**src/rtl/panel_pkg.sv**
```systemverilog
// panel_pkg: mode codes shared by the front-panel input stage and the timekeeper
//   exports MODE_* encodings of the 4-bit flag and next_mode() for the key1 advance
package panel_pkg;
  localparam logic [3:0] MODE_RUN   = 4'd0;
  localparam logic [3:0] MODE_PAUSE = 4'd1;
  localparam logic [3:0] MODE_YEAR  = 4'd2;
  localparam logic [3:0] MODE_MONTH = 4'd3;
  localparam logic [3:0] MODE_DAY   = 4'd4;
  localparam logic [3:0] MODE_WEEK  = 4'd5;
  localparam logic [3:0] MODE_HOUR  = 4'd6;
  localparam logic [3:0] MODE_MIN   = 4'd7;
  localparam logic [3:0] MODE_SEC   = 4'd8;
  localparam logic [3:0] MODE_LAST  = MODE_SEC;

  function automatic logic [3:0] next_mode(input logic [3:0] f);
    return (f <= MODE_PAUSE) ? MODE_YEAR : (f == MODE_LAST) ? MODE_RUN : f + 4'd1;
  endfunction
endpackage

```
**src/rtl/key_debounce.sv**
```systemverilog
// key_debounce: 2-FF synchronizer + stability counter for one active-low raw key
//   ports: clk, rst (async, active-high), key_n (raw, async),
//          pressed (debounced level, 1 = held), press_evt (1-cycle pulse on press)
module key_debounce import panel_pkg::*; #(
  parameter int DEBOUNCE_CYCLES = 1000000
) (
  input  logic clk,
  input  logic rst,
  input  logic key_n,
  output logic pressed,
  output logic press_evt
);
  localparam int CW = $clog2(DEBOUNCE_CYCLES + 1);
  logic s1_q, s2_q, deb_q, deb_d, evt_q, hit;
  logic [CW-1:0] cnt_q, cnt_d;
  // the debounced state flips on the cycle the count would reach DEBOUNCE_CYCLES
  assign hit   = (s2_q != deb_q) && (cnt_q == CW'(DEBOUNCE_CYCLES - 1));
  assign deb_d = hit ? s2_q : deb_q;
  assign cnt_d = (s2_q == deb_q || hit) ? '0 : cnt_q + 1'b1;
  always_ff @(posedge clk or posedge rst) begin
    if (rst) begin
      s1_q  <= 1'b1;
      s2_q  <= 1'b1;
      deb_q <= 1'b1;
      cnt_q <= '0;
      evt_q <= 1'b0;
    end else begin
      s1_q  <= key_n;
      s2_q  <= s1_q;
      deb_q <= deb_d;
      cnt_q <= cnt_d;
      evt_q <= deb_q & ~deb_d;
    end
  end
  assign pressed   = ~deb_q;
  assign press_evt = evt_q;
endmodule

```
**src/rtl/key_mode_ctrl.sv**
```systemverilog
// key_mode_ctrl: debounced front panel -> adjust-mode flag and inc/dec pulses with hold-to-repeat
//   ports: clk, rst (async, active-high), key0_n..key3_n (raw active-low buttons),
//          flag (mode code), key2_pulse / key3_pulse (one-cycle inc/dec requests)
module key_mode_ctrl import panel_pkg::*; #(
  parameter int DEBOUNCE_CYCLES = 1000000,
  parameter int REPEAT_DELAY    = 25000000,
  parameter int REPEAT_PERIOD   = 5000000
) (
  input  logic       clk,
  input  logic       rst,
  input  logic       key0_n,
  input  logic       key1_n,
  input  logic       key2_n,
  input  logic       key3_n,
  output logic [3:0] flag,
  output logic       key2_pulse,
  output logic       key3_pulse
);
  localparam int RW = $clog2(REPEAT_DELAY + 1);
  logic [3:0] keys_n, pressed, evt;
  logic [3:0] flag_q, flag_d;
  logic       k2_q, k2_d, k3_q, k3_d, run_q, run_d;
  logic [RW-1:0] rcnt_q, rcnt_d;
  logic       mode_chg, in_adj, one, fire, unused;

  assign keys_n = {key3_n, key2_n, key1_n, key0_n};
  for (genvar g = 0; g < 4; g++) begin : g_deb
    key_debounce #(.DEBOUNCE_CYCLES(DEBOUNCE_CYCLES)) u_deb (
      .clk(clk), .rst(rst), .key_n(keys_n[g]), .pressed(pressed[g]), .press_evt(evt[g])
    );
  end
  assign unused = ^pressed[1:0];

  // key1 is checked before key0 so it wins a same-cycle tie
  assign flag_d = (flag_q > MODE_LAST) ? MODE_RUN :
                  evt[1] ? next_mode(flag_q) :
                  (evt[0] && flag_q <= MODE_PAUSE) ? (flag_q ^ 4'd1) : flag_q;
  assign mode_chg = flag_d != flag_q;
  assign in_adj   = (flag_q >= MODE_YEAR) && (flag_q <= MODE_LAST) && !mode_chg;
  // exactly one of key2/key3 held: both held is a conflict that blocks all pulses
  assign one  = pressed[2] ^ pressed[3];
  assign fire = run_q && one && (rcnt_q == RW'(REPEAT_DELAY - 1));
  // after a repeat pulse the counter is rewound so the next one lands REPEAT_PERIOD later
  assign rcnt_d = (mode_chg || !one || evt[2] || evt[3]) ? '0 :
                  fire ? RW'(REPEAT_DELAY - REPEAT_PERIOD) :
                  run_q ? rcnt_q + 1'b1 : '0;
  assign run_d = (mode_chg || !(pressed[2] || pressed[3])) ? 1'b0 :
                 ((evt[2] || evt[3]) && in_adj) ? 1'b1 : run_q;
  assign k2_d = in_adj && pressed[2] && !pressed[3] && (evt[2] || fire);
  assign k3_d = in_adj && pressed[3] && !pressed[2] && (evt[3] || fire);

  always_ff @(posedge clk or posedge rst) begin
    if (rst) begin
      flag_q <= MODE_RUN;
      k2_q   <= 1'b0;
      k3_q   <= 1'b0;
      run_q  <= 1'b0;
      rcnt_q <= '0;
    end else begin
      flag_q <= flag_d;
      k2_q   <= k2_d;
      k3_q   <= k3_d;
      run_q  <= run_d;
      rcnt_q <= rcnt_d;
    end
  end

  assign flag       = flag_q;
  assign key2_pulse = k2_q;
  assign key3_pulse = k3_q;
endmodule

```
**config.mk**
```make
export PLATFORM = sky130hd
export DESIGN_NAME = key_mode_ctrl
export DESIGN_NICKNAME = d
export VERILOG_FILES = /design/src/rtl/panel_pkg.sv /design/src/rtl/key_debounce.sv /design/src/rtl/key_mode_ctrl.sv
export SDC_FILE = /design/constraint.sdc
export NUM_CORES = 1
export LEC_CHECK = 0
export ABC_AREA = 1
export CAP_MARGIN = 0
export CORE_UTILIZATION = 67
export CTS_CLUSTER_DIAMETER = 100
export CTS_CLUSTER_SIZE = 8
export DETAILED_ROUTE_END_ITERATION = 8
export PLACE_DENSITY = 0.91
export SETUP_SLACK_MARGIN = 0.1
export SLEW_MARGIN = 20
export SYNTH_ARGS = -nofsm -noshare
export SYNTH_HDL_FRONTEND = slang
export SYNTH_SLANG_ARGS = --single-unit
```
**constraint.sdc**
```tcl
create_clock -name clk -period 10.4 [get_ports clk]
set_input_delay 2.08 -clock clk [delete_from_list [all_inputs] [get_ports clk]]
set_output_delay 2.08 -clock clk [all_outputs]
set_load 0.01 [all_outputs]
```
---- Word level (Yosys, flattened, before mapping) ----
Cells that the tools add are included.
storage, ports and cells
  logic and storage cells ................. 112
  input bits .............................. 6
  output and inout port bits .............. 6
  bits in registers ....................... 128
cells by class
  equal/unequal tests ..................... 15
  add/sub/neg operators ................... 6
  multiplexer cells ....................... 18
  bitwise logic cells ..................... 12
  reduce and logical (&&, ||, !) cells .... 32
  $lt $le $gt $ge ......................... 4
operators with widths
  operator               count
  $add 20x1->20 const B  4
  $eq 20x20->1 const B   4
  $mux 20                4
  $mux 25                3
  $add 25x1->25 const B  1
  $eq 25x25->1 const B   1
  $logic_and 1x1->1      16
  $mux 4                 4
  $logic_or 1x1->1       12
  $mux 1                 7
  $not 1->1              7
  $add 4x1->4 const B    1
  $and 1x1->1            4
  $eq 1x1->1             4
  $eq 4x4->1 const B     1
  $ge 4x2->1 const B     1
  $gt 4x4->1 const B     1
  $le 4x1->1 const B     1
  $le 4x4->1 const B     1
  $ne 1x1->1             4
  $ne 4x4->1             1
  $logic_not 1->1        3
  $reduce_bool 2->1      1
  $xor 1x1->1            1

---- Depth between registers and ports, before layout ----
Gate-level depths: netlist (run 1).
  word-level depth ........................ 11
  gate-level depth with buffers ........... 15
  depth with buffers taken out ............ 14

---- Modules after synthesis ----
Synthesis (run 1) repeated with hierarchy kept, for this count alone.
unflattened totals
  cell total of the unflattened synthesis .. 977
  area total of the unflattened synthesis .. 7459.7 um^2
by module, submodules not included
  module         cells an instance  instances  sequential area each (um^2)  area each (um^2)
  key_debounce   178                4          604.3                        1373.8
  key_mode_ctrl  265                1          800.8                        1964.4

---- Least setup slack after synthesis (run 1) ----
No wires, ideal clock.
  path kind ............................... register -> output
  start ................................... register flag_q[0] (netlist: flag[0])
  end ..................................... output port flag[0]
  arrival ................................. 0.471 ns
  data required time ...................... 8.320 ns
  setup slack ............................. 7.849 ns
  path buffers ............................ 0
  stages on the path, launching flop included .. 1
  cells stage by stage .................... dfrtp_1
RTL lines
  element                   line                 RTL
  start: declaration        key_mode_ctrl.sv:21  logic [3:0] flag_q, flag_d;
  start signal: assignment  key_mode_ctrl.sv:60  flag_q <= flag_d;
  end: declaration          key_mode_ctrl.sv:15  output logic [3:0] flag,
No word-level cell between the ends.

---- Final worst setup path (run 1) ----
  start ................................... register flag_q[0] (netlist: flag[0])
  end ..................................... output port flag[0]
No word-level cell between the ends.

==> impl_metrics.py, run 1 <==
metrics = {
    "cts": {
        "root_buffer": "clkbuf_8",
        "hold_buffers": 0,
        "cts_tree": "yes",
        "clockBufferDepth": 2,
        "clock_sinks": 128,
        "clk-insertion-delay-late_ns": 0.53,
        "cts-htree-levels": 4,
        "clk_pin_slew_ns": 0.06,
        "cts_resized": 0,
        "cts_buffers": 17,
        "post_cts_buffers": 0,
    },
    "synth": {
        "syn-num-nets": 812,
        "synth_edf_count": 0,
        "syn_inst": 797,
        "synth.distinct_cells": 36,
        "muxShareOfSynthArea_pct": 0.522,
        "synth-async-reset-ratio_pct": 100,
        "synth_xor_area_share_pct": 4.33,
        "synth.avg_cell_area_sq_um": 8.12,
        "synthAdderAreaFrac_pct": 1.74,
        "synth_warnings": 0,
        "synth_compound_area_share_pct": 7.96,
        "synth_area_sq_um": 6470,
        "synth-simple-area-share_pct": 28.6,
        "synth_top_family_by_area": "simple AND/OR/NAND/NOR gates",
        "synth_ff_type": "dfrtp_1",
        "seq_area_frac_synth_pct": 49.7,
        "ys_seq_elements": 128,
    },
    "sta": {
        "clock_skew_ns": 0.00779,
        "setup_viol": 0,
        "relSlewSlack_pct": 39.6,
        "fin_crit_sh_pct": 35.9,
        "worst_pin_slew_ns": 0.898,
        "final-hold-violation-count": 0,
        "fin_tns_setup_ns": 0,
        "fin_crit_ns": 3.73,
        "rsz0062_at_grt": "no",
        "drv_slew": 0,
        "fmax_mhz": 268,
    },
    "worst_setup_path": {
        "path_cells": "clkdlybuf4s50_1",
        "r2r-start": "g_deb[0].u_deb.cnt_q[0]",
        "cp.buffers_inverters": 1,
        "crit_slowest_cell": "clkdlybuf4s50_1",
        "cp-start-kind": "flop",
        "path_class": "flop to output port",
        "cp_top_family": "buffers and inverters",
        "r2r_setup_slack_ns": 7.87,
        "setup.worst_path.end_class": "output port",
        "cp.required_ns": 8.32,
        "cp-startpoint": "flag[0]",
        "path_max_fanout": 8,
        "slowest_delay_ns": 0.63,
        "cp.arrival_ns": 1.65,
    },
    "power": {
        "seqPwrFrac_pct": 44.2,
        "clkPwrFrac_pct": 53.5,
        "ir_worst_vdd_v": 0.000139,
        "p_switching_mw": 0.237,
        "power.internal_mw": 0.914,
        "cellPowerDensity_nw_per_um2": 157,
        "p_sw_share_pct": 20.6,
        "comb_power_share_pct": 2.3,
        "leakage_nw": 3.15,
    },
    "final_layout": {
        "fillers": 616,
        "diodes": 0,
        "nNetsFinal": 836,
        "drive_above_1_share_pct": 8.03,
        "area_growth_pct": 13.3,
        "final_core_util_pct": 79.0,
    },
    "placed_design": {
        "dp.final_hpwl_mm": 9.59,
        "gp_congestion": 0.936,
        "portBuffers": 11,
    },
    "die": {
        "rows": 35,
        "die_area_sq_um": 10100,
        "coreArea_sq_um": 9280,
        "initial_core_util_pct": 69.7,
        "die-width_microns": 100,
        "die_h_microns": 100,
        "ioPinCount": 12,
    },
    "routing": {
        "vias_per_cell": 5.85,
        "wl_per_cell_microns": 15.3,
        "ant_nets": 0,
        "drt_iter0_drc": 333,
        "routed_wl_mm": 14.7,
        "drc": 0,
        "dr.pass1.iters": 6,
        "vias": 5635,
    },
    "grt": {
        "antenna_found_initial": 0,
        "grt_pass1_vias": 5622,
        "overflow": 0,
        "grtUsageTotal_pct": 32.2,
        "grt_pass1_wl_mm": 25.1,
        "grt_max_degree": 73,
    },
    "flow_run": {
        "maxCapViolCount": 0,
    },
    "outcome": {
        "status": "complete, no violations",
    },
    "hold_path": {
        "worstHoldStart": "g_deb[0].u_deb.s1_q",
        "hold_path_class": "flop to flop",
    },
}
-- final timing paths --
path | end | depth (start not counted)
setup / recovery | flag[0] | 1
hold / removal | g_deb[0].u_deb.s2_q | 0
setup reg to reg | g_deb[0].u_deb.cnt_q[14] | 8
hold reg to reg | g_deb[0].u_deb.s2_q | 0
max in group asynchronous | g_deb[2].u_deb.cnt_q[17] | 3
min in group asynchronous | g_deb[1].u_deb.cnt_q[13] | 2
-- final cells by class --
| type | instances | area, sq um | area share (%) |
|---|---|---|---|
| multi-input combinational | 547 | 2790 | 38.1 |
| sequential | 128 | 3220 | 43.9 |
| clock buffer | 23 | 457 | 6.23 |
| timing repair buffer | 12 | 118 | 1.60 |
| clock inverter | 9 | 156 | 2.13 |
| tap | 129 | 161 | 2.20 |
| inverter | 115 | 434 | 5.92 |
-- cell usage in the layout (no fill, tap or decap), types with 9 or more instances in the layout --
| cell | count |
|---|---|
| ha_1 | 9 |
| nor2_2 | 10 |
| dfstp_2 | 12 |
| inv_1 | 113 |
| clkbuf_16 | 16 |
| nand3_1 | 35 |
| clkdlybuf4s50_1 | 11 |
| nand4_1 | 31 |
| nor4_1 | 11 |
| nor2_1 | 116 |
| dfrtp_1 | 116 |
| xnor2_1 | 10 |
| o21ai_0 | 35 |
| nand2_1 | 133 |
| xor2_1 | 22 |
| a21oi_1 | 45 |
| nor3_1 | 54 |
-- sequential cells by signal, indices dropped and copies added (netlist names), 4 cells and up --
register / count
g_deb.u_deb.s1_q: 4
g_deb.u_deb.cnt_q: 80
g_deb.u_deb.s2_q: 4
g_deb.u_deb.deb_q: 4
g_deb.u_deb.press_evt: 4
flag: 4
rcnt_q: 25
-- cell usage after synthesis (all sizes together), types with 7 or more instances --
| library cell | count | share of area [%] |
|---|---|---|
| a21oi | 45 | 3.5 |
| a31oi | 7 | 0.68 |
| dfrtp | 116 | 45 |
| dfstp | 12 | 4.9 |
| ha | 9 | 1.7 |
| inv | 115 | 6.7 |
| nand2 | 135 | 7.9 |
| nand3 | 36 | 3.0 |
| nand4 | 31 | 3.0 |
| nor2 | 127 | 7.9 |
| nor3 | 56 | 4.6 |
| nor4 | 11 | 1.1 |
| o21ai | 36 | 2.8 |
| xnor2 | 10 | 1.4 |
| xor2 | 22 | 3.0 |
-- metal layers --
| layer | part of all wire (%) | global-route usage [%] | vias up |
|---|---|---|---|
| met5 | 0 | 0 | - |
| met4 | 3.6 | 17.9 | 0 |
| met3 | 5.4 | 7.52 | 55 |
| met2 | 52 | 55.8 | 221 |
| met1 | 39 | 36.9 | 2696 |
| li1 | - | - | 2663 |
-- power by group through the flow --
| stage | combinational (mW) | clock [mW] | sequential [mW] |
|---|---|---|---|
| final | 0.0269 | 0.615 | 0.509 |
| after global routing | 0.0315 | 0.641 | 0.510 |
| after CTS | 0.0276 | 0.620 | 0.509 |
| after detailed placement | 0.0272 | 0 | 0.517 |
| after global placement | 0.0254 | 0 | 0.517 |
| after floorplan | 0.0192 | 0 | 0.517 |
-- cells by family after synthesis --
kind of cell    after synthesis
compound gates               96
xor+xnor                     32
fa+ha+maj                     9
buf+inv                     122
flops                       128
mux                           3
simple gates                407
-- metrics by stage --
stage | power (mW) | setup WS, ns | hold WS [ns] | instance area [sq um] | cells
after floorplan | 0.536 | 4.93 | 0.345 | 6470 | 797
after global placement | 0.542 | 6.46 | 0.346 | 6720 | 931
after detailed placement | 0.545 | 6.42 | 0.348 | 6720 | 931
after CTS | 1.16 | 6.64 | 0.356 | 7340 | 963
after global routing | 1.18 | 6.60 | 0.359 | 7340 | 963
final | 1.15 | 6.67 | 0.356 | 7340 | 963
Note: power is estimated with default switching activity, not from simulation.
==> run 2, diff against run 1 <==
Settings changed: CORE_UTILIZATION 67 to 62, PLACE_DENSITY 0.91 to 0.85.
Clock period 10.4 ns to 3.75 ns, I/O delays scaled along.
==> impl_metrics.py, run 2 (synthesized netlist as in run 1, its figures left out) <==
metrics = {
    "sta": {
        "fin_crit_sh_pct": 63.8,
        "relSlewSlack_pct": 48.0,
        "clock_skew_ns": 0.00618,
        "fin_crit_ns": 2.39,
        "fmax_mhz": 418,
        "fin_tns_setup_ns": 0,
        "setup_viol": 0,
        "drv_slew": 0,
        "worst_pin_slew_ns": 0.773,
        "final-hold-violation-count": 0,
        "rsz0062_at_grt": "no",
    },
    "final_layout": {
        "layout_common_cells": "133 x nand2_1, 116 x nor2_1, 116 x dfrtp_1, 113 x inv_1, 54 x nor3_1",
        "nNetsFinal": 837,
        "reg_top3": "g_deb.u_deb.cnt_q x80, rcnt_q x25",
        "final_common_cell": "nand2_1",
        "largest_register_ffs": 80,
        "finish.instance_area_sq_um": 7350,
        "top_register": "g_deb.u_deb.cnt_q",
        "diodes": 0,
        "drive_above_1_share_pct": 8.38,
        "area_growth_pct": 13.5,
    },
    "cts": {
        "clock_sinks": 128,
        "cts_buffers": 17,
        "clk-insertion-delay-late_ns": 0.54,
        "hold_buffers": 0,
        "post_cts_buffers": 0,
        "cts-htree-levels": 4,
        "cts_resized": 0,
        "clk_pin_slew_ns": 0.06,
        "clockBufferDepth": 2,
        "root_buffer": "clkbuf_8",
        "cts_tree": "yes",
    },
    "flow_run": {
        "maxCapViolCount": 0,
    },
    "outcome": {
        "status": "complete, no violations",
    },
    "power": {
        "ir_worst_vdd_v": 0.000489,
        "leakage_nw": 3.17,
        "cellPowerDensity_nw_per_um2": 424,
    },
    "worst_setup_path": {
        "slowest_delay_ns": 0.62,
        "path_class": "flop to output port",
        "path_cells": "clkdlybuf4s50_1",
        "crit_slowest_cell": "clkdlybuf4s50_1",
        "cp.required_ns": 3.00,
        "path_max_fanout": 8,
        "cp.arrival_ns": 1.64,
        "cp.buffers_inverters": 1,
        "setup.worst_path.end_class": "output port",
        "cp_top_family": "buffers and inverters",
        "cp-start-kind": "flop",
    },
    "die": {
        "die_h_microns": 104,
        "die-width_microns": 104,
        "initial_core_util_pct": 65.0,
        "coreArea_sq_um": 9950,
        "ioPinCount": 12,
        "die_area_sq_um": 10900,
        "rows": 36,
    },
    "grt": {
        "grt_pass1_vias": 5418,
        "grtUsageTotal_pct": 27.9,
        "grt_pass1_wl_mm": 24.1,
        "antenna_found_initial": 0,
        "grt_max_degree": 55,
        "overflow": 0,
    },
    "placed_design": {
        "placed_area_sq_um": 6760,
        "dp.final_hpwl_mm": 9.44,
        "portBuffers": 11,
        "gp_congestion": 0.921,
    },
    "hold_path": {
        "hold_path_class": "flop to flop",
    },
    "routing": {
        "vias": 5437,
        "wl_per_cell_microns": 14.0,
        "drc": 0,
        "dr.pass1.iters": 5,
        "drt_iter0_drc": 471,
        "ant_nets": 0,
        "vias_per_cell": 5.62,
        "routed_wl_mm": 13.6,
    },
}
## run 2: cell count changes in the layout (fill, tap and decap cells not counted), sizes merged
cell | before | now
inv | 116 | 114
clkbuf | 23 | 21
clkinv | 1 | 8
bufinv | 4 | 3
buf | 1 | 2
clkinvlp | 3 | 1
## run 2: stage by stage
| stage | utilization [%] | setup WS (ns) | total power [mW] | cells | hold slack [ns] |
|---|---|---|---|---|---|
| 2_1_floorplan | - | 1.43 | 1.49 | 797 | 0.345 |
| 3_3_place_gp | 67.9 | 1.68 | 1.51 | 936 | 0.346 |
| 3_5_place_dp | 67.9 | 1.54 | 1.52 | 936 | 0.347 |
| 4_1_cts | 73.8 | 1.33 | 3.14 | 968 | 0.359 |
| 5_1_grt | 73.8 | 1.28 | 3.22 | 968 | 0.358 |
| 6_report | 73.8 | 1.36 | 3.11 | 968 | 0.358 |
## run 2: per-layer routing
metal | track usage (%) | part of all wire [%] | vias to the layer above
met5 | 0 | 0 | -
met4 | 10.7 | 2.1 | 0
met3 | 8.02 | 5.1 | 36
met2 | 46.9 | 51 | 181
met1 | 34.0 | 42 | 2557
li1 | - | - | 2663
## run 2: power by group
group          leakage (nW)  internal (mW)  total (mW)  switching, mW
Clock                 0.295           1.04        1.62          0.581
Combinational          1.14         0.0227      0.0785         0.0558
Sequential             1.74           1.40        1.41         0.0114
## run 2: final cells by class
type,count,area (sq um)
Clock buffer,21,449
Clock inverter,11,138
Fill cell,701,2610
Inverter,115,435
Multi-Input combinational cell,547,2790
Sequential cell,128,3220
Tap cell,133,166
Timing Repair Buffer,13,150
## run 2: final timing paths
check / start / to / slack [ns] / depth (start not counted)
min in group asynchronous: rst / g_deb[0].u_deb.cnt_q[3] / 0.68 / 2
setup reg to reg: g_deb[0].u_deb.cnt_q[0] / g_deb[0].u_deb.cnt_q[14] / 1.52 / 8
setup / recovery: flag[0] / flag[0] / 1.36 / 1
hold / removal: g_deb[1].u_deb.s1_q / g_deb[1].u_deb.s2_q / 0.36 / 0
hold reg to reg: g_deb[1].u_deb.s1_q / g_deb[1].u_deb.s2_q / 0.36 / 0
max in group asynchronous: rst / g_deb[2].u_deb.s2_q / 2.33 / 3
==> run 3, diff against run 2 <==
Clock period 3.75 ns to 2.2 ns, I/O delays scaled along.
==> impl_metrics.py, run 3 (synthesized netlist as in run 1, its figures left out) <==
metrics = {
    "worst_setup_path": {
        "reg2reg_depth": 8,
        "r2r_setup_slack_ns": 0.08,
        "worst_r2r_endpoint": "g_deb[3].u_deb.cnt_q[18]",
        "path_class": "flop to flop",
        "path_max_fanout": 4,
        "cp-startpoint": "g_deb[3].u_deb.cnt_q[0]",
        "cp-start-kind": "flop",
        "r2r-start": "g_deb[3].u_deb.cnt_q[0]",
        "cp.arrival_ns": 2.54,
        "setup.worst_path.end_class": "flop",
        "cp.required_ns": 2.62,
    },
    "routing": {
        "dr.pass1.iters": 5,
        "route.met2.wl_mm": 7.78,
        "drc": 0,
        "top_layer_used": "met4",
        "vias": 5815,
        "ant_nets": 0,
        "wl_per_cell_microns": 15.6,
        "drt_iter0_drc": 439,
        "vias_per_cell": 5.87,
        "routed_wl_mm": 15.4,
        "m1WireLength_mm": 6.28,
        "dr_wl_met3_microns": 861,
    },
    "grt": {
        "grt_max_degree": 54,
        "grt_pass1_vias": 5744,
        "grtUsageTotal_pct": 29.3,
        "antenna_found_initial": 0,
        "grt_pass1_wl_mm": 25.4,
        "overflow": 0,
    },
    "final_layout": {
        "reg_top3": "g_deb.u_deb.cnt_q x80, rcnt_q x25",
        "final_common_cell": "nand2_1",
        "finish.instance_area_sq_um": 7700,
        "diodes": 0,
        "largest_register_ffs": 80,
        "top_register": "g_deb.u_deb.cnt_q",
        "area_growth_pct": 19.0,
        "drive_above_1_share_pct": 13.8,
        "nNetsFinal": 859,
        "layout_common_cells": "130 x nand2_1, 114 x dfrtp_1, 109 x inv_1, 106 x nor2_1, 53 x nor3_1",
    },
    "sta": {
        "fin_crit_ns": 2.12,
        "rsz0062_at_grt": "yes",
        "clock_skew_ns": 0.00987,
        "fmax_mhz": 471,
        "relSlewSlack_pct": 70.3,
        "setup_ws_ns": 0.0787,
        "fin_crit_sh_pct": 96.4,
        "drv_slew": 0,
        "setup_viol": 0,
        "holdWs_ns": 0.214,
        "final-hold-violation-count": 0,
        "worst_pin_slew_ns": 0.442,
    },
    "cts": {
        "cts_buffers": 17,
        "hold_buffers": 0,
        "clk_pin_slew_ns": 0.06,
        "clk-insertion-delay-late_ns": 0.54,
        "clock_sinks": 128,
        "clockBufferDepth": 2,
        "cts-htree-levels": 4,
        "cts_tree": "yes",
        "root_buffer": "clkbuf_8",
    },
    "die": {
        "die_area_sq_um": 10900,
        "coreArea_sq_um": 9950,
        "initial_core_util_pct": 65.0,
        "ioPinCount": 12,
        "die-width_microns": 104,
        "rows": 36,
        "die_h_microns": 104,
    },
    "placed_design": {
        "placed_area_sq_um": 6850,
        "portBuffers": 11,
        "dp_worst_setup_slack_ns": 0.119,
        "gp_congestion": 0.929,
        "dp.final_hpwl_mm": 9.64,
    },
    "power": {
        "ir_worst_vdd_v": 0.000572,
        "leakage_nw": 3.32,
        "cellPowerDensity_nw_per_um2": 707,
    },
    "hold_path": {
        "hold_path_class": "primary input to async pin",
    },
    "flow_run": {
        "maxCapViolCount": 0,
    },
    "outcome": {
        "status": "complete, no violations",
    },
}
==> run 3: cell count changes in the layout (fill, tap and decap cells not counted), sizes merged <==
cell           delta
buf              +21
bufinv            +1
clkbuf            -1
clkdlybuf4s50     -1
clkinv            -5
clkinvlp          +4
dlymetal6s2s      +1
inv               +2
==> run 3: what timing repair did <==
item                                    CTS  global route
setup buffers                             1             8
gates cloned                              0             1
resized for setup                         0            40
endpoints found under the setup margin    4            52
pin swaps                                 1             9
==> run 3: worst max path at each step <==
stage	cells after the start	endpoint
floorplan	1	flag[0]
global placement	14	rcnt_q[17]
detailed placement	14	rcnt_q[17]
CTS	8	g_deb[3].u_deb.cnt_q[18]
global route	8	g_deb[3].u_deb.cnt_q[18]
finish	8	g_deb[3].u_deb.cnt_q[18]
==> run 3: cell type report <==
type                            instances  area [sq um]
Fill cell                             635          2250
Sequential cell                       128          3220
Timing Repair Buffer                   35           352
Clock buffer                           19           422
Tap cell                              133           166
Clock inverter                         13           186
Inverter                              115           435
Multi-Input combinational cell        547          2920
==> run 3: routing by layer <==
layer	GRT usage, %	vias to the layer above
met1	34.7	2808
li1	-	2720
met2	50.0	229
met4	13.8	0
met3	7.52	58
met5	0	-
==> run 3: per-stage QoR <==
| step | instances | total power, mW | setup TNS [ns] | utilization [%] |
|---|---|---|---|---|
| global route | 990 | 5.61 | -0.0154 | 77.4 |
| CTS | 981 | 5.47 | 0 | 75.1 |
| global placement | 948 | 2.58 | 0 | 68.8 |
| detailed placement | 948 | 2.59 | 0 | 68.8 |
| floorplan | 797 | 2.53 | 0 | - |
| finish | 990 | 5.44 | 0 | 77.4 |
==> run 3: where the power goes <==
part	switching, mW	internal [mW]
registers	0.0204	2.39
logic	0.0992	0.0465
clock network	1.05	1.84
==> run 3: critical path, cell delays in order (launching register included) <==
cell	delay, ns
dfrtp_1	0.42
ha_1	0.22
nand3_1	0.24
nor3_4	0.24
nand2_1	0.14
nor2_1	0.24
nand4_1	0.18
xor2_1	0.25
nor2_1	0.08
